**src/rtl/wb_arbiter2_pkg.sv**
```systemverilog
// Shared types for the Wishbone instruction/data arbiter: state and master
// encodings, the request bundle, and the round-robin pick rule.
package wb_arbiter2_pkg;

    typedef enum logic [1:0] {
        WBA_IDLE  = 2'd0,
        WBA_GNT_I = 2'd1,
        WBA_GNT_D = 2'd2
    } arb_state_e;

    typedef enum logic {
        WB_M_INST = 1'b0,
        WB_M_DATA = 1'b1
    } master_e;

    typedef struct packed {
        logic [31:0] addr;
        logic [31:0] wdata;
        logic [3:0]  sel;
        logic        we;
        logic        cyc;
        logic        stb;
    } wb_req_t;

    localparam wb_req_t WB_REQ_IDLE = '0;

    // On a tie the master that did not win last time is chosen.
    function automatic master_e rr_pick(input logic    inst_req,
                                        input logic    data_req,
                                        input master_e last);
        if (inst_req && data_req) begin
            return (last == WB_M_INST) ? WB_M_DATA : WB_M_INST;
        end else if (data_req) begin
            return WB_M_DATA;
        end
        return WB_M_INST;
    endfunction

endpackage

```
**src/rtl/wb_watchdog.sv**
```systemverilog
// Ack watchdog: counts cycles a strobe waits without being cleared and
// pulses fire for one cycle when the count reaches TIMEOUT (0 disables it).
module wb_watchdog #(
    parameter int TIMEOUT = 255,
    parameter int CNT_W   = (TIMEOUT > 0) ? $clog2(TIMEOUT + 1) : 1
) (
    input  logic clk,
    input  logic rst_n,
    input  logic clr,
    input  logic run,
    output logic fire
);

    generate
        if (TIMEOUT == 0) begin : g_off
            assign fire = 1'b0;
        end else begin : g_on
            localparam logic [CNT_W-1:0] LIMIT = CNT_W'(TIMEOUT);

            logic [CNT_W-1:0] count;

            // An ack in the limit cycle clears the count first, so no err.
            assign fire = run && !clr && (count == LIMIT);

            always_ff @(posedge clk or negedge rst_n) begin
                if (!rst_n) begin
                    count <= '0;
                end else if (clr || !run || fire) begin
                    count <= '0;
                end else if (count != '1) begin
                    count <= count + CNT_W'(1);
                end
            end
        end
    endgenerate

endmodule

```
**src/rtl/wb_arbiter2.sv**
```systemverilog
// Two-master Wishbone classic arbiter (instruction fetch vs data) in front of
// one RAM port: round-robin on ties, locked per cycle, with an ack watchdog.
module wb_arbiter2
    import wb_arbiter2_pkg::*;
#(
    parameter int TIMEOUT = 255,
    parameter int CNT_W   = (TIMEOUT > 0) ? $clog2(TIMEOUT + 1) : 1
) (
    input  logic        clk,
    input  logic        rst_n,

    input  logic [31:0] inst_addr,
    input  logic [31:0] inst_wdata,
    input  logic [3:0]  inst_sel,
    input  logic        inst_we,
    input  logic        inst_cyc,
    input  logic        inst_stb,
    output logic [31:0] inst_rdata,
    output logic        inst_ack,
    output logic        inst_err,
    output logic        inst_gnt,

    input  logic [31:0] data_addr,
    input  logic [31:0] data_wdata,
    input  logic [3:0]  data_sel,
    input  logic        data_we,
    input  logic        data_cyc,
    input  logic        data_stb,
    output logic [31:0] data_rdata,
    output logic        data_ack,
    output logic        data_err,
    output logic        data_gnt,

    output logic [31:0] ram_addr,
    output logic [31:0] ram_wdata,
    output logic [3:0]  ram_sel,
    output logic        ram_we,
    output logic        ram_cyc,
    output logic        ram_stb,
    input  logic [31:0] ram_rdata,
    input  logic        ram_ack
);

    arb_state_e state;
    master_e    last;
    wb_req_t    inst_req;
    wb_req_t    data_req;
    wb_req_t    ram_req;
    logic       inst_want;
    logic       data_want;
    logic       wd_clr;
    logic       wd_fire;

    assign inst_req  = '{inst_addr, inst_wdata, inst_sel, inst_we, inst_cyc, inst_stb};
    assign data_req  = '{data_addr, data_wdata, data_sel, data_we, data_cyc, data_stb};
    assign inst_want = inst_cyc && inst_stb;
    assign data_want = data_cyc && data_stb;

    // Grant FSM. The grant flags are registered copies of the state decode so
    // that async reset drops them together with the state.
    // NOTE: sequential state uses non-blocking (<=) so every flop samples the
    // pre-edge values; blocking here would create order-dependent races.
    always_ff @(posedge clk or negedge rst_n) begin
        if (!rst_n) begin
            state    <= WBA_IDLE;
            last     <= WB_M_DATA;
            inst_gnt <= 1'b0;
            data_gnt <= 1'b0;
        end else begin
            case (state)
                WBA_IDLE: begin
                    if (inst_want || data_want) begin
                        if (rr_pick(inst_want, data_want, last) == WB_M_INST) begin
                            state    <= WBA_GNT_I;
                            last     <= WB_M_INST;
                            inst_gnt <= 1'b1;
                        end else begin
                            state    <= WBA_GNT_D;
                            last     <= WB_M_DATA;
                            data_gnt <= 1'b1;
                        end
                    end
                end
                WBA_GNT_I: begin
                    if (!inst_cyc) begin
                        state    <= WBA_IDLE;
                        inst_gnt <= 1'b0;
                    end
                end
                WBA_GNT_D: begin
                    if (!data_cyc) begin
                        state    <= WBA_IDLE;
                        data_gnt <= 1'b0;
                    end
                end
                default: begin
                    state    <= WBA_IDLE;
                    inst_gnt <= 1'b0;
                    data_gnt <= 1'b0;
                end
            endcase
        end
    end

    // NOTE: the default assignment before the case keeps this purely
    // combinational; a path that leaves ram_req unassigned would infer a latch.
    always_comb begin
        ram_req = WB_REQ_IDLE;
        case (state)
            WBA_GNT_I: ram_req = inst_req;
            WBA_GNT_D: ram_req = data_req;
            default:   ram_req = WB_REQ_IDLE;
        endcase
    end

    assign ram_addr  = ram_req.addr;
    assign ram_wdata = ram_req.wdata;
    assign ram_sel   = ram_req.sel;
    assign ram_we    = ram_req.we;
    assign ram_cyc   = ram_req.cyc;
    assign ram_stb   = ram_req.stb;

    // Read data is broadcast; only the owner's ack qualifies it.
    assign inst_rdata = ram_rdata;
    assign data_rdata = ram_rdata;
    assign inst_ack   = ram_ack && inst_gnt;
    assign data_ack   = ram_ack && data_gnt;
    assign inst_err   = wd_fire && inst_gnt;
    assign data_err   = wd_fire && data_gnt;

    assign wd_clr = (state == WBA_IDLE) || ram_ack;

    wb_watchdog #(
        .TIMEOUT (TIMEOUT),
        .CNT_W   (CNT_W)
    ) u_watchdog (
        .clk   (clk),
        .rst_n (rst_n),
        .clr   (wd_clr),
        .run   (ram_req.stb),
        .fire  (wd_fire)
    );

    a_one_grant: assert property (@(posedge clk) disable iff (!rst_n)
        !(inst_gnt && data_gnt));

    a_idle_quiet: assert property (@(posedge clk) disable iff (!rst_n)
        (state == WBA_IDLE) |-> !(ram_cyc || ram_stb || ram_we));

endmodule

```
**config.mk**
```make
export PLATFORM = sky130hd
export DESIGN_NAME = wb_arbiter2
export DESIGN_NICKNAME = d
export VERILOG_FILES = /design/src/rtl/wb_arbiter2_pkg.sv /design/src/rtl/wb_watchdog.sv /design/src/rtl/wb_arbiter2.sv
export SDC_FILE = /design/constraint.sdc
export NUM_CORES = 1
export LEC_CHECK = 0
export ABC_CLOCK_PERIOD_IN_PS = 5250
export BUFFER_PORTS_ARGS = -buffer_cell sky130_fd_sc_hd__buf_4
export CORE_AREA = 2 2 123 125
export DETAILED_ROUTE_END_ITERATION = 10
export DIE_AREA = 0 0 125 127
export SLEW_MARGIN = 20
export SYNTH_ARGS = -nofsm -noshare
export SYNTH_HDL_FRONTEND = slang
export SYNTH_HIERARCHICAL = 1
export SYNTH_SLANG_ARGS = --single-unit
export TNS_END_PERCENT = 5
```
**constraint.sdc**
```tcl
create_clock -name clk -period 5.25 [get_ports clk]
set_input_delay 0.7875 -clock clk [delete_from_list [all_inputs] [get_ports clk]]
set_output_delay 0.7875 -clock clk [all_outputs]
set_load 0.05 [all_outputs]
```
Word-level counts from Yosys, hierarchy flattened
Index checks and enable logic that the tools add are counted.
Cells by class
  $add $sub $neg: 1
  $mul: 0
  divide/modulo/power cells: 0
  $lt $le $gt $ge: 0
  equal/unequal tests: 9
  shift operators: 0
  mux-type cells: 27
  bitwise gates (word level): 2
  reductions and logical operators: 21
Operator list (number)
  $pmux 71 s2: 1
  $mux 1: 17
  $mux 8: 2
  $ne 2x2->1 const B: 5
  $logic_and 1x1->1: 9
  $add 8x1->8 const B: 1
  $eq 8x8->1 const B: 1
  $mux 2: 4
  $ne 8x8->1 const B: 1
  $reduce_and 4->1: 2
  $pmux 1 s3: 2
  $pmux 2 s3: 1
  $logic_or 1x1->1: 4
  $reduce_and 3->1: 1
  $eq 2x1->1 const B: 1
  $eq 2x2->1 const B: 1
  $logic_not 1->1: 2
  $logic_not 2->1: 1
  $not 1->1: 2
  $reduce_and 2->1: 1
  $reduce_bool 2->1: 1
Storage, ports and cells
  bits in registers: 13
  bits in latches: 0
  bits in writable memories: 0
  ROM bits: 0
  input port bits: 177
  output and inout bits: 141
  word-level logic and storage cells: 65
  memories kept: 0

Longest topological paths before layout
  depth in word-level cells: 11
  gate-level depth with buffers: 9
  gate-level depth less buffers: 7

By module
The synthesis kept the hierarchy.
Modules (own cells, without submodules)
  wb_arbiter2: times used 1, cells an instance 264, area each 1888.1 sq um, seq. area each 126.4 sq um
  wb_watchdog: times used 1, cells an instance 38, area each 374.1 sq um, seq. area each 200.2 sq um

Least setup slack after synthesis
OpenSTA, ideal clock, no wires.
  path kind: register -> output
  start point: reg state[0]
  end point: out data_err
  data arrival time: 2.682 ns
  data required time: 4.463 ns
  setup slack: 1.780 ns
  stages on the path, launching flop included: 8
  path buffers: 1
  cell sequence: dfrtp_1 > inv_1 > ha_1 > clkbuf_1 > nor2b_1 > nand2b_1 > nor3_1 > and2_1
Between the ends
  elaborated cells on any way between the ends: 9
  classes of those cells: 2 x eq/ne; 1 x mux; 6 x reduce/logical
RTL lines
  start: declaration: RTL line wb_arbiter2.sv:44  | arb_state_e state;
  start signal: assignment: RTL line wb_arbiter2.sv:65  | state <= WBA_IDLE;
  start signal: assignment: RTL line wb_arbiter2.sv:74  | state <= WBA_GNT_I;
  start signal: assignment: RTL line wb_arbiter2.sv:78  | state <= WBA_GNT_D;
  $eq 2x2->1 / $eq 2x1->1 (equally long branches): RTL line wb_arbiter2.sv:109  | case (state)
  $pmux 71 s2 (*): RTL line wb_arbiter2.sv:109
  net ram_stb: RTL line wb_arbiter2.sv:39  | output logic ram_stb,
  $logic_and 1x1->1 (*) (2 in a row): RTL line wb_watchdog.sv:23  | assign fire = run && !clr && (count == LIMIT);
  net wd_fire: RTL line wb_arbiter2.sv:52  | logic wd_fire;
  $logic_and 1x1->1 (*): RTL line wb_arbiter2.sv:129  | assign data_err = wd_fire && data_gnt;
  end: declaration: RTL line wb_arbiter2.sv:31  | output logic data_err,
Mark *: on every way through the listed nets, which the timed path passes. The rest lies on a longest branch.

Worst setup path in the final report
  start point: reg state[1]
  end point: out data_err
Between the ends
  cells in the longest elaborated chain, start to end: 6
  elaborated cells on any way between the ends: 9
  classes of those cells: 2 x eq/ne; 1 x mux; 6 x reduce/logical
Ends and longest elaborated chain (RTL line)
  branches (longest 3 deep; another with $pmux 71 s2)
  $logic_and 1x1->1 (*) (2 in a row): wb_watchdog.sv:23
  net wd_fire: wb_arbiter2.sv:52
  $logic_and 1x1->1 (*): wb_arbiter2.sv:129
Mark *: on every way through the listed nets, which the timed path passes.

==> run_summary.xml <==
<?xml version="1.0" encoding="UTF-8"?>
<metrics>
  <group name="setup_path">
    <metric name="crit_path_max_fanout" unit="">71</metric>
    <metric name="required" unit="ns">4.46</metric>
    <metric name="setup.worst_path.end_class" unit="">output pin</metric>
    <metric name="critPathKind" unit="">register to output pin</metric>
    <metric name="worst_setup_path_start_kind" unit="">register</metric>
    <metric name="crit_arrival" unit="ns">2.65</metric>
  </group>
  <group name="power">
    <metric name="power.leakage" unit="nW">1.65</metric>
    <metric name="p_switching" unit="W">0.00118</metric>
    <metric name="power.switching_fraction" unit="%">58.8</metric>
    <metric name="finalPower" unit="W">0.00201</metric>
    <metric name="sequentialPowerShare" unit="%">6.9</metric>
    <metric name="power.density_cell_area" unit="nW/um^2">550</metric>
    <metric name="power.share.combinational" unit="%">85.9</metric>
    <metric name="power_frac_clock" unit="%">7.2</metric>
    <metric name="vdd.ir_drop.worst" unit="V">0.000259</metric>
    <metric name="internal_power" unit="W">0.000830</metric>
  </group>
  <group name="grt">
    <metric name="globalRoute.totalOverflow" unit="">0</metric>
    <metric name="antenna_found_initial" unit="">0</metric>
    <metric name="grt_start_max_net_pins" unit="">72</metric>
    <metric name="number_of_global_route_vias_before_repair" unit="">2683</metric>
    <metric name="globalRouteTotalUtil" unit="%">10.6</metric>
    <metric name="grt_pass1_wl" unit="um">14100</metric>
  </group>
  <group name="sta">
    <metric name="slew_viol_final" unit="">0</metric>
    <metric name="max_clock_freq" unit="GHz">0.291</metric>
    <metric name="setup-tns-final" unit="ns">0</metric>
    <metric name="post-route-min-period" unit="ns">3.43</metric>
    <metric name="skew" unit="ns">0.00190</metric>
    <metric name="post-route-period-util" unit="%">65.4</metric>
    <metric name="max_slew.worst_pin.slew" unit="ns">0.958</metric>
    <metric name="final_hold_viol_count" unit="">0</metric>
    <metric name="slew_headroom" unit="%">36.2</metric>
    <metric name="grt_setup_unrepaired" unit="">false</metric>
    <metric name="timing.final.setup_violations" unit="">0</metric>
  </group>
  <group name="detailed_routing">
    <metric name="ant_nets" unit="">0</metric>
    <metric name="drt_first_pass_iters" unit="">4</metric>
    <metric name="dr.max_layer_used" unit="">met4</metric>
    <metric name="remaining_drc_errors" unit="">0</metric>
    <metric name="avg_vias_per_cell" unit="">4.33</metric>
    <metric name="met2_wirelength" unit="um">4720</metric>
    <metric name="drt-total-wl" unit="um">9200</metric>
    <metric name="wl_met1" unit="um">3590</metric>
    <metric name="routed_wire_length_per_instance" unit="um">14.7</metric>
    <metric name="route.met3.wl" unit="um">764</metric>
    <metric name="1st_iter_drt_viols" unit="">122</metric>
    <metric name="vias" unit="">2708</metric>
  </group>
  <group name="die">
    <metric name="floorplan.initialDensity" unit="%">15.7</metric>
    <metric name="num_io_pins" unit="">318</metric>
    <metric name="coreArea" unit="um^2">14400</metric>
    <metric name="dieArea" unit="um^2">15900</metric>
    <metric name="die_w" unit="um">125</metric>
    <metric name="die-height" unit="um">127</metric>
    <metric name="rows" unit="">44</metric>
  </group>
  <group name="cts">
    <metric name="cts_inserted_buffers" unit="">3</metric>
    <metric name="cts.htree.levels" unit="">1</metric>
    <metric name="cts_resized" unit="">0</metric>
    <metric name="cts_tree" unit="">built</metric>
    <metric name="cts_hold_buf" unit="">0</metric>
    <metric name="cts.path.max_buffers" unit="">2</metric>
    <metric name="root_buf_cell" unit="">clkbuf_16</metric>
    <metric name="post-cts-setup-buffer-count" unit="">0</metric>
    <metric name="clock_latency" unit="ns">0.24</metric>
    <metric name="clk_pin_slew" unit="ns">0.05</metric>
    <metric name="clock_sinks" unit="">13</metric>
  </group>
  <group name="hold_path">
    <metric name="holdCritPathClass" unit="">input port to async pin</metric>
  </group>
  <group name="place">
    <metric name="gpl.final_weighted_congestion" unit="">0.851</metric>
    <metric name="port_buffers" unit="">221</metric>
    <metric name="dp_hpwl" unit="um">7410</metric>
  </group>
  <group name="layout">
    <metric name="nFillCells" unit="">1571</metric>
    <metric name="final_common_cell" unit="">buf_4</metric>
    <metric name="most-common-layout-cells" unit="">buf_4 (223), a22oi_1 (70), nor2b_1 (70)</metric>
    <metric name="flow.area_growth_from_synthesis" unit="%">61.9</metric>
    <metric name="drive_gt1_share" unit="%">52.7</metric>
    <metric name="finalNetCount" unit="">624</metric>
    <metric name="antenna-diode-count" unit="">0</metric>
  </group>
  <group name="yosys">
    <metric name="seq_area_frac_synth" unit="%">14.4</metric>
    <metric name="synth_area" unit="um^2">2260</metric>
    <metric name="postSynthCellCount" unit="">302</metric>
    <metric name="postSynthAreaPerCell" unit="um^2">7.49</metric>
    <metric name="yosysTopAreaCellShare" unit="%">23.2</metric>
    <metric name="synth-main-ff-cell" unit="">dfrtp_1</metric>
    <metric name="synthTopCellsByArea" unit="">a22oi_1 (23%), buf_4 (21%), nor2b_1 (19%)</metric>
    <metric name="number_of_library_cell_types_mapped_by_synthesis" unit="">30</metric>
    <metric name="ys_seq_elements" unit="">13</metric>
    <metric name="asyncSetResetFlopFracSynth" unit="%">100</metric>
    <metric name="postSynthNetCount" unit="">483</metric>
    <metric name="synth.yosys.warnings" unit="">6</metric>
    <metric name="yosys.area.top_type" unit="">a22oi_1</metric>
    <metric name="synth_enable_flop_cells" unit="">0</metric>
  </group>
  <group name="outcome">
    <metric name="run_status" unit="">completed</metric>
  </group>
  <group name="job">
    <metric name="cap_violations" unit="">0</metric>
  </group>
</metrics>
## final timing paths
kind                                                      start                              endpoint  slack [ns]  cells after the start
min in group clk           u_watchdog/g_on.count[0]$_DFFE_PN0P_  u_watchdog/g_on.count[0]$_DFFE_PN0P_        0.46                      1
min                                                       rst_n  u_watchdog/g_on.count[2]$_DFFE_PN0P_        0.38                      1
max in group asynchronous                                 rst_n                      last$_DFFE_PN1P_        4.63                      1
max                                        state[1]$_DFFE_PN0P_                              data_err        1.82                      7
min reg2reg                u_watchdog/g_on.count[0]$_DFFE_PN0P_  u_watchdog/g_on.count[0]$_DFFE_PN0P_        0.46                      1
max reg2reg                                state[1]$_DFFE_PN0P_                  state[0]$_DFFE_PN0P_        2.95                      6
## power by group through the flow
stage	clock network, W	registers, W	logic (W)
finish	0.000144	0.000139	0.00173
global placement	0	0.000139	0.00171
floorplan	0	0.000158	0.00136
CTS	0.000147	0.000139	0.00174
detailed placement	0	0.000141	0.00174
global route	0.000151	0.000142	0.00184
## critical path, cell delays in order (launching register included)
cell,delay [ns]
dfrtp_1,0.35
inv_1,0.08
ha_2,0.97
nor2b_1,0.26
nand2b_1,0.16
nor3_1,0.23
and2_1,0.15
buf_4,0.19
## synthesized netlist by cell type (all sizes together) (4+ instances only)
master,count
clkbuf,8
a21oi,8
nand2,5
a22oi,70
nand3,7
buf,79
dfrtp,12
nor2,5
nor2b,70
ha,4
and2,5
inv,5
## final cells by class
| cell class | instances | area [um^2] | share of cell area (%) |
|---|---|---|---|
| Sequential cell | 13 | 327 | 8.92 |
| Multi-Input combinational cell | 197 | 1330 | 36.4 |
| Inverter | 5 | 18.8 | 0.512 |
| Timing Repair Buffer | 223 | 1670 | 45.7 |
| Clock inverter | 1 | 5.00 | 0.137 |
| Tap cell | 184 | 230 | 6.29 |
| Clock buffer | 3 | 75.1 | 2.05 |
## metal layers
| metal | vias up | global-route usage [%] |
|---|---|---|
| li1 | 1284 | - |
| met1 | 1241 | 12.6 |
| met2 | 165 | 19.9 |
| met3 | 18 | 2.01 |
| met4 | 0 | 2.35 |
| met5 | - | 0 |
## metrics by stage
stage	utilization (%)	cell area, um^2	std cells	hold WS, ns	setup slack, ns
finish	25.4	3660	626	0.381	1.82
global route	25.4	3660	626	0.388	1.53
CTS	25.4	3660	626	0.385	1.77
detailed placement	24.8	3580	622	0.457	2.02
global placement	24.8	3580	622	0.445	2.16
floorplan	-	2260	302	0.432	1.78
## registers in the layout, summed over array words and instances (netlist names)
register and flops:
state 2, inst_gnt 1, u_watchdog/g_on.count 8, data_gnt 1
last 1
## cells by family after synthesis
group           synth area share [%]
buf+inv                         27.0
mux                            0.442
simple gates                    26.4
xor+xnor                        1.16
flops                           14.4
fa+ha+maj                       2.21
compound gates                  28.4
No activity file was read; power rests on OpenSTA's default activity.
